File: src/rtl/rw_arb_pkg.sv
// ---------------------------------------------------------------------------
// rw_arb_pkg
// Shared definitions for the read/write port arbiter slice.
//   - arb_state_t : FSM state encoding, identical to the 'owner' output code
//   - DEF_AW/DEF_DW : default address / data widths
//   - STAT_W : width of the optional statistics counters
// ---------------------------------------------------------------------------
package rw_arb_pkg;

  localparam int DEF_AW = 8;
  localparam int DEF_DW = 8;
  localparam int STAT_W = 16;

  // The state code doubles as the owner code seen outside the block.
  typedef enum logic [1:0] {
    ST_IDLE = 2'b00,
    ST_OWN0 = 2'b01,
    ST_OWN1 = 2'b10
  } arb_state_t;

endpackage

File: src/rtl/rw_port_arbiter_if.sv
// ---------------------------------------------------------------------------
// rw_port_arbiter_if
// One requester-side memory access port of the arbiter.
//   req    : access request, held until granted
//   we     : write (1) / read (0)
//   addr   : access address
//   wdata  : write data
//   gnt    : beat accepted this cycle
//   rdata  : registered read data
//   rvalid : rdata valid, one-cycle pulse
// Modports: master (the requester), slave (the arbiter).
// ---------------------------------------------------------------------------
interface rw_port_arbiter_if
  import rw_arb_pkg::*;
#(
  parameter int AW = DEF_AW,
  parameter int DW = DEF_DW
);

  logic          req;
  logic          we;
  logic [AW-1:0] addr;
  logic [DW-1:0] wdata;
  logic          gnt;
  logic [DW-1:0] rdata;
  logic          rvalid;

  modport master (
    output req, we, addr, wdata,
    input  gnt, rdata, rvalid
  );

  modport slave (
    input  req, we, addr, wdata,
    output gnt, rdata, rvalid
  );

endinterface

File: src/rtl/rw_arb_rdreg.sv
// ---------------------------------------------------------------------------
// rw_arb_rdreg
// Per-port read-return register. On a granted read beat the memory data is
// captured at the clock edge and rvalid pulses for the following cycle.
// rdata keeps its value until the next captured read.
//   clk     : system clock, rising edge
//   rst     : asynchronous reset, active-low
//   capture : granted read beat this cycle
//   din     : combinational memory read data
//   rdata   : registered read data
//   rvalid  : one-cycle valid pulse
// ---------------------------------------------------------------------------
module rw_arb_rdreg #(
  parameter int DW = 8
) (
  input  logic          clk,
  input  logic          rst,
  input  logic          capture,
  input  logic [DW-1:0] din,
  output logic [DW-1:0] rdata,
  output logic          rvalid
);

  always_ff @(posedge clk or negedge rst) begin
    if (!rst) begin
      rdata  <= '0;
      rvalid <= 1'b0;
    end else begin
      rvalid <= capture;
      if (capture) begin
        rdata <= din;
      end
    end
  end

endmodule

File: src/rtl/rw_port_arbiter.sv
// ---------------------------------------------------------------------------
// rw_port_arbiter
// Shares one external read/write memory port between requester 0 (core
// load/store path) and requester 1 (loader / DMA / debug). Round-robin
// arbitration with a bounded burst length of MAX_BURST beats while the other
// requester waits.
//   clk       : system clock, rising edge
//   rst       : asynchronous reset, active-low
//   m0, m1    : requester ports (rw_port_arbiter_if.slave)
//   mem_addr  : memory address
//   mem_wdata : memory write data
//   mem_we    : memory write enable
//   mem_rdata : memory combinational read data of mem_addr
//   owner     : 00 idle, 01 requester 0, 10 requester 1
// Optional build macro RW_ARB_STATS_EN adds stat_gnt0, stat_gnt1 (saturating
// granted-beat counters) and stat_conflict (cycles with both requests high
// and at most one granted).
// ---------------------------------------------------------------------------
module rw_port_arbiter
  import rw_arb_pkg::*;
#(
  parameter int AW        = DEF_AW,
  parameter int DW        = DEF_DW,
  parameter int MAX_BURST = 4
) (
  input  logic              clk,
  input  logic              rst,
  rw_port_arbiter_if.slave  m0,
  rw_port_arbiter_if.slave  m1,
  output logic [AW-1:0]     mem_addr,
  output logic [DW-1:0]     mem_wdata,
  output logic              mem_we,
  input  logic [DW-1:0]     mem_rdata,
  output logic [1:0]        owner
`ifdef RW_ARB_STATS_EN
  ,
  output logic [STAT_W-1:0] stat_gnt0,
  output logic [STAT_W-1:0] stat_gnt1,
  output logic [STAT_W-1:0] stat_conflict
`endif
);

  localparam int BW = $clog2(MAX_BURST) + 1;
  localparam logic [BW-1:0] BLAST = BW'(MAX_BURST - 1);

  arb_state_t    state;
  logic          last;
  logic [BW-1:0] bcnt;

  logic own0;
  logic own1;
  logic gnt0;
  logic gnt1;
  logic own_req;
  logic oth_req;

  assign own0 = (state == ST_OWN0);
  assign own1 = (state == ST_OWN1);

  // Grant is combinational: the owner's request is accepted in the same cycle.
  assign gnt0 = own0 & m0.req;
  assign gnt1 = own1 & m1.req;
  assign m0.gnt = gnt0;
  assign m1.gnt = gnt1;

  // Owner's and waiting requester's request, seen from the current owner.
  assign own_req = own1 ? m1.req : m0.req;
  assign oth_req = own1 ? m0.req : m1.req;

  assign owner = 2'(state);

  // Memory mux; held at zero when nobody owns the port. The write enable is
  // also gated by reset so a beat in flight when reset hits never writes.
  always_comb begin
    mem_addr  = '0;
    mem_wdata = '0;
    mem_we    = 1'b0;
    if (own0) begin
      mem_addr  = m0.addr;
      mem_wdata = m0.wdata;
      mem_we    = rst & m0.req & m0.we;
    end else if (own1) begin
      mem_addr  = m1.addr;
      mem_wdata = m1.wdata;
      mem_we    = rst & m1.req & m1.we;
    end
  end

  // Arbitration FSM. 'last' remembers who owned the port most recently so a
  // tie from IDLE goes to the other requester. bcnt counts granted beats of
  // the current owner and saturates at MAX_BURST-1 while the other side idles.
  always_ff @(posedge clk or negedge rst) begin
    if (!rst) begin
      state <= ST_IDLE;
      last  <= 1'b1;
      bcnt  <= '0;
    end else begin
      case (state)
        ST_IDLE: begin
          bcnt <= '0;
          if (m0.req && m1.req) begin
            state <= last ? ST_OWN0 : ST_OWN1;
          end else if (m0.req) begin
            state <= ST_OWN0;
          end else if (m1.req) begin
            state <= ST_OWN1;
          end
        end
        ST_OWN0, ST_OWN1: begin
          if (!own_req || (bcnt == BLAST && oth_req)) begin
            last <= own1;
            bcnt <= '0;
            if (oth_req) begin
              state <= own1 ? ST_OWN0 : ST_OWN1;
            end else begin
              state <= ST_IDLE;
            end
          end else if (bcnt != BLAST) begin
            bcnt <= bcnt + BW'(1);
          end
        end
        default: begin
          state <= ST_IDLE;
          bcnt  <= '0;
        end
      endcase
    end
  end

  // Read-return registers, one per requester.
  rw_arb_rdreg #(.DW(DW)) u_rd0 (
    .clk     (clk),
    .rst     (rst),
    .capture (gnt0 & ~m0.we),
    .din     (mem_rdata),
    .rdata   (m0.rdata),
    .rvalid  (m0.rvalid)
  );

  rw_arb_rdreg #(.DW(DW)) u_rd1 (
    .clk     (clk),
    .rst     (rst),
    .capture (gnt1 & ~m1.we),
    .din     (mem_rdata),
    .rdata   (m1.rdata),
    .rvalid  (m1.rvalid)
  );

`ifdef RW_ARB_STATS_EN
  // Granted-beat counters saturate; the conflict counter counts cycles where
  // both requesters want the port (only one can ever be granted).
  always_ff @(posedge clk or negedge rst) begin
    if (!rst) begin
      stat_gnt0     <= '0;
      stat_gnt1     <= '0;
      stat_conflict <= '0;
    end else begin
      if (gnt0 && (stat_gnt0 != '1)) begin
        stat_gnt0 <= stat_gnt0 + STAT_W'(1);
      end
      if (gnt1 && (stat_gnt1 != '1)) begin
        stat_gnt1 <= stat_gnt1 + STAT_W'(1);
      end
      if (m0.req && m1.req && !(gnt0 && gnt1)) begin
        stat_conflict <= stat_conflict + STAT_W'(1);
      end
    end
  end
`endif

endmodule

File: src/flat_wrapper.sv
// flat-port wrapper written by rule: the top's interface ports become plain ports
module rw_port_arbiter_flat import rw_arb_pkg::*;
#(
  parameter int AW        = DEF_AW,
  parameter int DW        = DEF_DW,
  parameter int MAX_BURST = 4
)
  (clk, rst, mem_addr, mem_wdata, mem_we, mem_rdata, owner, m0_req, m0_we, m0_addr, m0_wdata, m0_gnt, m0_rdata, m0_rvalid, m1_req, m1_we, m1_addr, m1_wdata, m1_gnt, m1_rdata, m1_rvalid);
  rw_port_arbiter_if #(.AW(AW), .DW(DW)) m0_i ();
  rw_port_arbiter_if #(.AW(AW), .DW(DW)) m1_i ();
  input  logic clk;
  input  logic rst;
  output logic [AW-1:0] mem_addr;
  output logic [DW-1:0] mem_wdata;
  output logic mem_we;
  input  logic [DW-1:0] mem_rdata;
  output logic [1:0] owner;
  input wire logic [$bits(m0_i.req)-1:0] m0_req;
  input wire logic [$bits(m0_i.we)-1:0] m0_we;
  input wire logic [$bits(m0_i.addr)-1:0] m0_addr;
  input wire logic [$bits(m0_i.wdata)-1:0] m0_wdata;
  output wire logic [$bits(m0_i.gnt)-1:0] m0_gnt;
  output wire logic [$bits(m0_i.rdata)-1:0] m0_rdata;
  output wire logic [$bits(m0_i.rvalid)-1:0] m0_rvalid;
  input wire logic [$bits(m1_i.req)-1:0] m1_req;
  input wire logic [$bits(m1_i.we)-1:0] m1_we;
  input wire logic [$bits(m1_i.addr)-1:0] m1_addr;
  input wire logic [$bits(m1_i.wdata)-1:0] m1_wdata;
  output wire logic [$bits(m1_i.gnt)-1:0] m1_gnt;
  output wire logic [$bits(m1_i.rdata)-1:0] m1_rdata;
  output wire logic [$bits(m1_i.rvalid)-1:0] m1_rvalid;
  assign m0_i.req = m0_req;
  assign m0_i.we = m0_we;
  assign m0_i.addr = m0_addr;
  assign m0_i.wdata = m0_wdata;
  assign m0_gnt = m0_i.gnt;
  assign m0_rdata = m0_i.rdata;
  assign m0_rvalid = m0_i.rvalid;
  assign m1_i.req = m1_req;
  assign m1_i.we = m1_we;
  assign m1_i.addr = m1_addr;
  assign m1_i.wdata = m1_wdata;
  assign m1_gnt = m1_i.gnt;
  assign m1_rdata = m1_i.rdata;
  assign m1_rvalid = m1_i.rvalid;
  rw_port_arbiter #(.AW(AW), .DW(DW), .MAX_BURST(MAX_BURST)) u_core (.clk(clk), .rst(rst), .m0(m0_i), .m1(m1_i), .mem_addr(mem_addr), .mem_wdata(mem_wdata), .mem_we(mem_we), .mem_rdata(mem_rdata), .owner(owner));
endmodule
File: config.mk
export PLATFORM = sky130hd
export DESIGN_NAME = rw_port_arbiter_flat
export DESIGN_NICKNAME = d
export VERILOG_FILES = /design/src/rtl/rw_arb_pkg.sv /design/src/rtl/rw_port_arbiter_if.sv /design/src/rtl/rw_arb_rdreg.sv /design/src/rtl/rw_port_arbiter.sv /design/src/flat_wrapper.sv
export SDC_FILE = /design/constraint.sdc
export NUM_CORES = 1
export LEC_CHECK = 0
export BUFFER_PORTS_ARGS = -buffer_cell sky130_fd_sc_hd__buf_2
export CORE_UTILIZATION = 37
export CTS_CLUSTER_DIAMETER = 50
export DETAILED_ROUTE_END_ITERATION = 8
export PLACE_DENSITY = 0.75
export SYNTH_ARGS = -nofsm -noshare
export SYNTH_HDL_FRONTEND = slang
export SYNTH_SLANG_ARGS = --single-unit
File: constraint.sdc
create_clock -name clk -period 1.7 [get_ports clk]
set_clock_uncertainty 0.15 [all_clocks]
set_input_delay 0.085 -clock clk [delete_from_list [all_inputs] [get_ports clk]]
set_output_delay 0.085 -clock clk [all_outputs]
set_load 0.03 [all_outputs]
==> metrics <==
CTS tree yes; final wirelength 4010 um; share of layout cells above drive strength 1 71.2%; WS Path Type register to output pin; Die Ht 61.2 um; TritonCTS Sinks 24; ys async rst share 100%; CP max FO 7; register area share after synthesis 46.5%; fin crit period 1900 ps; site row count 21; Starting Density 38.8%; Clk Latency, worst-skew pair 310 ps; syn_area_per_cell 11.6 sq um; initial antenna violation count 0; largest family of logic cells by synthesized area multiplexers; Final setup viols 18; H-tree levels 1; Ys Warns 0; Slew HR 80.0%; peak supply drop 1.15 mV; Synth area leaders dfrtp_1, mux2_2, a22o_1; Synth Register Bits 24; Final Hold Fails 0; Inserted Clock Buffers 3; pin count of the biggest net entering global routing 25; RR Startpoint u_core.owner[1]$_DFFE_PN0P_; Layout Nets 276; number of max-cap violations 0; pre-CTS setup slack -101 ps; status finished with violations; Routed wire per std cell 15.0 um; DR DRC count 0; DR iter-0 viols 41; gr usage total 21.2%; vias 1292; Max Root-Sink Buffers 2; leak pwr 0.00119 uW; drt pass-1 iters 4; routability cong. 0.714; failing checks negative setup slack; mux contribution to synthesized area 17.1%; Pwr Density 1850 nW/um^2; Peak Freq 526 MHz; number of buffers added on ports 84; worst min-delay path category input port to register; Avg Vias per Cell 4.82; xor/xnor cell area share of the yosys netlist 0.676%; measured slew at the worst slew-check pin 299 ps; hold_sp m1_we; most frequent cells in the layout buf_2, dfrtp_1, buf_6; post-route setup TNS -2880 ps; io pins 85; area fraction in and, or, nand and nor cells after synthesis 9.95%; Syn Inst Count 112; total die area 3740 sq um; RSZ-0062 raised after global routing yes; number of global-route vias before repair 1258; Crit. End Element output pin; crit share post-route 112%; Fillers 245; Synth Area in Compound Gates 15.6%; Synth top area share 44.4%; Data arrival, critical path 1670 ps; CP startpoint u_core.owner[0]$_DFFE_PN0P_; Root Driver clkbuf_4; Post-DRT Antenna Nets 0; core area 3340 sq um; commonest non-fill, non-tap cell in the layout buf_2; first-pass GRT wire length 5640 um; Final WS setup -202 ps; count of final max-slew check failures 0; Clk pin slew, worst setup/hold paths 130 ps; detailed placement HPWL 2710 um; number of distinct library cells after synthesis 28; required time worst endpoint 1460 ps; synth-to-layout area growth 81.5%; Critical Path Source Type register; Multi-input gate area 822 sq um; grt ovf 0; Sequential Area 604 sq um; ANT cells 0; DIE WIDTH 61.2 um; number of flops mapped to enable cells by yosys 0; post-synth top area cell dfrtp_1; Synth Area in Adders 6.76%; Synth Flop Type dfrtp_1; syn_nets 165; Syn Std Cell Area 1290 sq um
[state kept, by name (all words and copies together), names as in the netlist]
signal,cells
u_core.bcnt,3
u_core.last,1
u_core.owner,2
u_core.u_rd0.rdata,8
u_core.u_rd0.rvalid,1
u_core.u_rd1.rdata,8
u_core.u_rd1.rvalid,1
[cell type report]
| class | instances | area share, % |
|---|---|---|
| Multi-Input combinational cell | 77 | 35.0 |
| Timing Repair Buffer | 111 | 34.3 |
| Sequential cell | 24 | 25.7 |
| Tap cell | 46 | 2.45 |
| Clock buffer | 4 | 1.54 |
| Inverter | 6 | 1.06 |
[critical path: stages (launching register included)]
cell     delay [ps]
dfrtp_2         460
buf_12          140
ha_4            180
nor2b_4         130
buf_6           130
a22o_1          180
buf_6           150
[per-layer routing]
| metal | vias up | share of wire (%) | wire [um] | GRT usage, % |
|---|---|---|---|---|
| met5 | - | 0 | 0 | 0 |
| li1 | 616 | - | - | - |
| met2 | 75 | 53 | 2120 | 41.5 |
| met4 | 0 | 2.4 | 97 | 10.1 |
| met3 | 8 | 8.1 | 324 | 3.15 |
| met1 | 593 | 37 | 1470 | 21.9 |
[report_power, final]
group / leakage (uW) / internal, uW / total, uW / switching (uW)
clock network: 0.0000210 / 131 / 296 / 165
logic: 0.000873 / 1420 / 3090 / 1670
registers: 0.000295 / 821 / 972 / 151
total: 0.00119 / 2370 / 4360 / 1980
[logic make-up after synthesis]
| kind of cell | after synthesis |
|---|---|
| and+or+nand+nor | 24 |
| buffers and inverters | 11 |
| adders and majority gates | 7 |
| AOI/OAI and AO/OA | 25 |
| xor gates and xnor gates | 1 |
| DFF | 24 |
| muxes | 20 |
[stage by stage]
stage / std cells / instance area, sq um / hold WS (ps) / total power (uW) / utilization [%]
2_1_floorplan: 112 / 1340 / -361 / 2630 / -
3_3_place_gp: 247 / 1890 / -50.4 / 3300 / 56.6
3_5_place_dp: 247 / 1890 / -50.4 / 3340 / 56.6
4_1_cts: 268 / 2310 / 35.5 / 4240 / 69.1
5_1_grt: 268 / 2350 / 27.0 / 4600 / 70.5
6_report: 268 / 2350 / 23.9 / 4360 / 70.5
[final timing paths]
kind                                                endpoint  slack [ps]  depth (start not counted)
max                                              mem_addr[7]        -200                          6
min                            u_core.u_rd1.rvalid$_DFF_PN0_          20                          4
max reg2reg                      u_core.owner[1]$_DFFE_PN0P_         -80                          5
min reg2reg                u_core.u_rd0.rdata[3]$_DFFE_PN0P_         370                          1
max in group asynchronous            u_core.last$_DFFE_PN1P_         950                          3
min in group asynchronous        u_core.owner[1]$_DFFE_PN0P_         160                          3
[cell usage after synthesis (2+ instances only)]
master	count
a21oi_1	2
a22o_1	13
and2_1	2
buf_2	3
clkbuf_1	2
dfrtp_1	23
ha_1	7
inv_1	6
mux2_2	17
mux2i_1	3
nand2_1	6
nand2b_1	3
nor2_1	7
o21ai_0	4
[what timing repair did]
item	4_1_cts	5_1_grt
hold buffers	11	0
buffers inserted	6	2
cloned	1	0
resized for setup	60	13
pin swaps	5	6
setup endpoints to repair	30	32
hold endpoints to repair	42	0
(Power assumes the default switching activity.)
